[src/rtl/note_sequencer.sv]
// Score player: steps a {note, dur} ROM, times each note in ticks and strobes note codes to the audio block.
// Optional NOTE_SEQ_ARTIC_EN inserts a one-tick silence at the end of every non-rest note with dur >= 2.
module note_sequencer #(
    parameter int TICK_CYCLES = 6_250_000,
    parameter int SONG_LEN    = 32,
    parameter int ADDR_W      = 5
) (
    input  logic              clk,
    input  logic              rstn,
    input  logic              start,
    input  logic              stop,
    input  logic              loop_en,
    output logic [3:0]        note,
    output logic              note_en,
    output logic              busy,
    output logic              song_done,
    output logic [ADDR_W-1:0] addr
);
    localparam logic [2:0] S_IDLE    = 3'd0;
    localparam logic [2:0] S_LOAD    = 3'd1;
    localparam logic [2:0] S_STROBE  = 3'd2;
    localparam logic [2:0] S_HOLD    = 3'd3;
    localparam logic [2:0] S_SILENCE = 3'd4;
    localparam int CW = $clog2(15 * TICK_CYCLES + 1);

    // Handshake: start is accepted only in IDLE with stop low; stop wins in any busy
    // state except SILENCE; note_en is a 2-cycle pulse whose rising edge latches note.
    logic [2:0]        state;
    logic [3:0]        dur_q;
    logic [CW-1:0]     cnt;
    logic [1:0]        strb;
    logic [ADDR_W-1:0] nxt_addr;
    logic [ADDR_W-1:0] sel_addr;
    logic [7:0]        sel_entry;
    logic [CW-1:0]     hold_last;
    logic              is_end;
    logic              hold_end;

    function automatic logic [7:0] rom(input logic [ADDR_W-1:0] a);
        case (a)
            ADDR_W'(0): rom = 8'h12;
            ADDR_W'(1): rom = 8'h21;
            ADDR_W'(2): rom = 8'hB3;
            ADDR_W'(3): rom = 8'h02;
            ADDR_W'(4): rom = 8'h00;
            default:    rom = 8'h00;
        endcase
    endfunction

    assign nxt_addr  = addr + 1'b1;
    assign hold_last = CW'(dur_q) * CW'(TICK_CYCLES) - CW'(1);
    assign hold_end  = (state == S_HOLD) && (cnt == hold_last);

    // LOAD reads the current entry; the end of HOLD folds the load of the next entry in.
    always_comb begin
        sel_addr  = addr;
        sel_entry = rom(addr);
        is_end    = 1'b0;
        if (state == S_HOLD) begin
            sel_addr  = nxt_addr;
            sel_entry = rom(nxt_addr);
            is_end    = (addr == ADDR_W'(SONG_LEN - 1));
        end
        if (sel_entry[3:0] == 4'd0) is_end = 1'b1;
    end

`ifdef NOTE_SEQ_ARTIC_EN
    logic [CW-1:0] gap_cnt;
    assign gap_cnt = CW'(dur_q - 4'd1) * CW'(TICK_CYCLES) - CW'(1);
`endif

    always_ff @(posedge clk) begin
        if (!rstn) begin
            state     <= S_IDLE;
            note      <= 4'd0;
            note_en   <= 1'b0;
            busy      <= 1'b0;
            song_done <= 1'b0;
            addr      <= '0;
            dur_q     <= 4'd0;
            cnt       <= '0;
            strb      <= 2'b00;
        end else begin
            song_done <= 1'b0;
            note_en   <= strb[0];
            strb      <= strb >> 1;
            if (state != S_IDLE) cnt <= cnt + 1'b1;
            case (state)
                S_IDLE: begin
                    if (start && !stop) begin
                        state <= S_LOAD;
                        busy  <= 1'b1;
                        addr  <= '0;
                    end
                end
                S_SILENCE: begin
                    if (strb == 2'b00) begin
                        state <= S_IDLE;
                        busy  <= 1'b0;
                        addr  <= '0;
                    end
                end
                default: begin
                    if (stop) begin
                        note    <= 4'd0;
                        strb    <= 2'b11;
                        note_en <= 1'b0;
                        state   <= S_SILENCE;
                    end else if (state == S_LOAD || hold_end) begin
                        if (is_end) begin
                            song_done <= 1'b1;
                            if (loop_en) begin
                                addr  <= '0;
                                state <= S_LOAD;
                            end else begin
                                addr    <= sel_addr;
                                note    <= 4'd0;
                                strb    <= 2'b11;
                                note_en <= 1'b0;
                                state   <= S_SILENCE;
                            end
                        end else begin
                            note    <= sel_entry[7:4];
                            dur_q   <= sel_entry[3:0];
                            cnt     <= '0;
                            addr    <= sel_addr;
                            strb    <= 2'b11;
                            note_en <= 1'b0;
                            state   <= S_STROBE;
                        end
                    end else begin
                        if (state == S_STROBE && strb == 2'b00) state <= S_HOLD;
`ifdef NOTE_SEQ_ARTIC_EN
                        if (state == S_HOLD && dur_q >= 4'd2 && note != 4'd0 && cnt == gap_cnt) begin
                            note    <= 4'd0;
                            strb    <= 2'b11;
                            note_en <= 1'b0;
                        end
`endif
                    end
                end
            endcase
        end
    end
endmodule

[config.mk]
export PLATFORM = sky130hd
export DESIGN_NAME = note_sequencer
export DESIGN_NICKNAME = d
export VERILOG_FILES = /design/src/rtl/note_sequencer.sv
export SDC_FILE = /design/constraint.sdc
export NUM_CORES = 1
export LEC_CHECK = 0
export ABC_AREA = 0
export CORE_MARGIN = 2
export CORE_UTILIZATION = 45
export DETAILED_ROUTE_END_ITERATION = 10
export GPL_ROUTABILITY_DRIVEN = 0
export PLACE_DENSITY = 0.72
export SLEW_MARGIN = 30
export SYNTH_ARGS = -nofsm -noshare
export SYNTH_HDL_FRONTEND = slang
export SYNTH_SLANG_ARGS = --single-unit
[constraint.sdc]
create_clock -name clk -period 3.2 [get_ports clk]
set_input_delay 0.48 -clock clk [delete_from_list [all_inputs] [get_ports clk]]
set_output_delay 0.48 -clock clk [all_outputs]
set_load 0.01 [all_outputs]
==> impl_results.md <==
* Outcome: completed
* Clock slew at reported path FFs at 0.08 ns
* CTS tree: done
* DR WL/cell at 13.43 um
* Period utilization at 92.22%
* Rel. slew slack at a little under three fifths
* Minimum clock period after layout at between 2 and 3 ns
* Initial core utilization at ~46%
* Initial antenna violation count at 0
* Yosys reg bits at 45
* Crit path DAT at 3.13 ns
* Worst path max stage delay at 0.48 ns
* Via Count at 2,077
* Total global routing overflow at 0
* I/O pin cnt at 17
* Synth Flop Type: dfxtp_1
* Skew final at 0.01111 ns
* CP max-delay cell: dfxtp_1
* Ant. Diodes at 0
* Post-route cell area at 2820 um2
* Wire length of the first global-routing pass at ~8.9 mm
* CTS Buffer Depth at 2
* Crit path from: addr[1]
* Setup Buffers After CTS at 0
* Placed Area at approximately 2700 um2
* Crit. End Element: flop
* Async SR Flop Fraction at 0%
* Number of I/O port buffers at 15
* Worst r2r src: addr[1]
* 1st-pass router iterations at 4
* Least-Margin Pin Slew at 0.6525 ns
* Post-DR vias/cell at about 5.4
* Fraction of layout cells with a size suffix above 1 at under 10%
* Crit path max fanout at 13
* Post-route ant nets at 0
* P_leak at 1.008 nW
* IR Drop Worst-Case VDD at 0.1605 mV
* Synth Warn # at 0
* Setup crit start kind: flop
* Hold Vio Cnt, Final at 0
* Worst hold slack at 0.4319 ns
* Cells after synthesis at 303
* Final Util at 51.53%
* Reg2reg setup slack at 0.25 ns
* Syn nets at 319
* Cell depth of the worst hold path at 2
* Non-Filler Instances at 388
* Hold Crit Endpoint: note_en
* Fin. max-slew vios at 0
* Detailed Route WL at 5.211 mm
* 1st-iter DRT viols at 130
* Sum Neg Setup Slack at 0 ns
* Die width at 78.98 um
* Final setup fails at 0
* Seq/Total Area, Yosys at a little over a third
* Req. time, crit path at 3.38 ns
* Die Area at 6238 um2
* Post-synth EDFFs at 0
* Crit-path cells: ha_2 > and3_1 > ha_1 > nand4bb_1 > nor4bb_2 > o21ai_1 > a21oi_2 > nand3_1 > nand2_2 > buf_4 > o32ai_2
* Die height at 78.98 um
* Largest net degree at the start of global routing at 16
* H-Tree Level Count at 2
* Clk root buf: clkbuf_8
* Placed Cells at 380
* Pwr Density at 386.9 nW/um2
* Synth cell types at 57
* Worst skew pair latency at 0.30 ns
* Hold_sp: strb[0]
* Synthesized area at between 2000 and 3000 um2
* Max-cap violations at 0
* Hold Path Class: flop to flop
* All-layer global routing usage at 17.72%
* Total power at roughly 1.1 mW
* Vias in the first global route at 1,914
* Area delta synth->final at 11.47%
* Sink Count at 45
* FF-to-FF End: dur_q[0]
* Core Region at 5473 um2
* Unrepaired setup endpoints after global routing: false
* Crit Path Class: flop to flop
* Pre-CTS WS at 0.1627 ns
* FF-to-FF path depth at 11
* Achievable Freq at 338.9 MHz
* DPL Wire Length at about 3.7 mm
* CTS buffer count at 5
* Final WS setup at 0.2490 ns
* Site Rows at 27
* Avg Cell Area, Syn at 8.350 um2
* Final routed DRC violation total at 0
* Fin nets at approximately 330
## flip-flops by register name, summed over array words and instances, names as in the netlist
register and flops:
addr 5, busy 1, cnt 27, dur_q 2, note 3, note_en 1
song_done 1, state 3, strb 2
## where the power goes
part	switching, mW	internal [mW]	total, mW
clock	0.191	0.195	0.386
combinational	0.0670	0.0499	0.117
sequential	0.0146	0.573	0.588
total	0.273	0.819	1.09
## worst max path at each step
stage,endpoint,depth (start not counted)
global placement,dur_q[0],11
floorplan,cnt[26],11
detailed placement,dur_q[0],11
global route,dur_q[0],11
CTS,dur_q[0],11
finish,dur_q[0],11
## cells in the mapped netlist, types with 3 or more instances
cell type  instances  share of area (%)
a21oi_1            7                1.4
a22o_1             3                1.0
and3_1             3               0.74
buf_2              6                1.2
buf_4              4                1.2
dfxtp_1           45                 36
ha_1              11                5.4
inv_1              9                1.3
mux2i_1            3                1.2
nand2_1           27                4.0
nand3_1           15                3.0
nand3b_1           4                1.2
nand4_1            8                2.0
nor2_1            51                7.6
nor2b_1            5                1.2
nor3_1             9                1.8
o2111ai_1          3                1.0
o21a_1             4                1.2
o21ai_0            7                1.4
o21ai_1            3               0.59
o22ai_1            4               0.99
xnor2_1           12                4.2
xor2_1            18                6.2
## area by class of cell
cell class | count | area [um2]
tap | 72 | 90.09
clock buffer | 7 | 96.34
inverter | 9 | 33.78
multi-input combinational | 237 | 1529
clock inverter | 1 | 5.005
timing repair buffer | 17 | 165.2
sequential | 45 | 900.9
fill | 512 | 2653
## layout by cell type, fill, tap and decap left out, drive strengths merged, types with 5 or more instances in the layout
master,Yosys,final
o21ai,10,10
ha,11,11
xor2,18,18
nand3,15,15
inv,9,9
nand4,8,8
nor2b,5,5
nor3,9,9
clkdlybuf4s50,0,15
nor2,51,51
nand2,28,28
xnor2,12,12
dfxtp,45,45
clkbuf,1,7
a21oi,8,8
## kinds of logic after synthesis
logic type               share of synthesized area (%)
multiplexers                                     1.632
AO/OA/AOI/OAI                                    14.54
buffers and inverters                            4.302
AND/OR/NAND/NOR                                  27.94
adder cells (fa/ha/maj)                          5.440
other                                           0.1482
flip-flops                                       35.61
XOR/XNOR                                         10.39
## per-layer routing
layer  vias to the layer above  routed length [um]  track usage (%)
met1                       951                2532            24.58
met3                         7                 222            4.205
met2                        45                2401            27.54
li1                       1074                   -                -
met5                         -                   0                0
met4                         0                  55            4.828
## timing repair
item | CTS | global route
endpoints found under the setup margin | 0 | 28
hold buffers | 0 | 0
resized for setup | 0 | 2
## critical path, delay by kind of cell, from the launching register on
family	cells	cell delay, ns
AOI/OAI and AO/OA	3	0.49
buffers and inverters	1	0.20
and+or+nand+nor	5	1.09
adders and majority gates	2	0.55
DFF	1	0.48
Note: power is estimated with default switching activity, not from simulation.
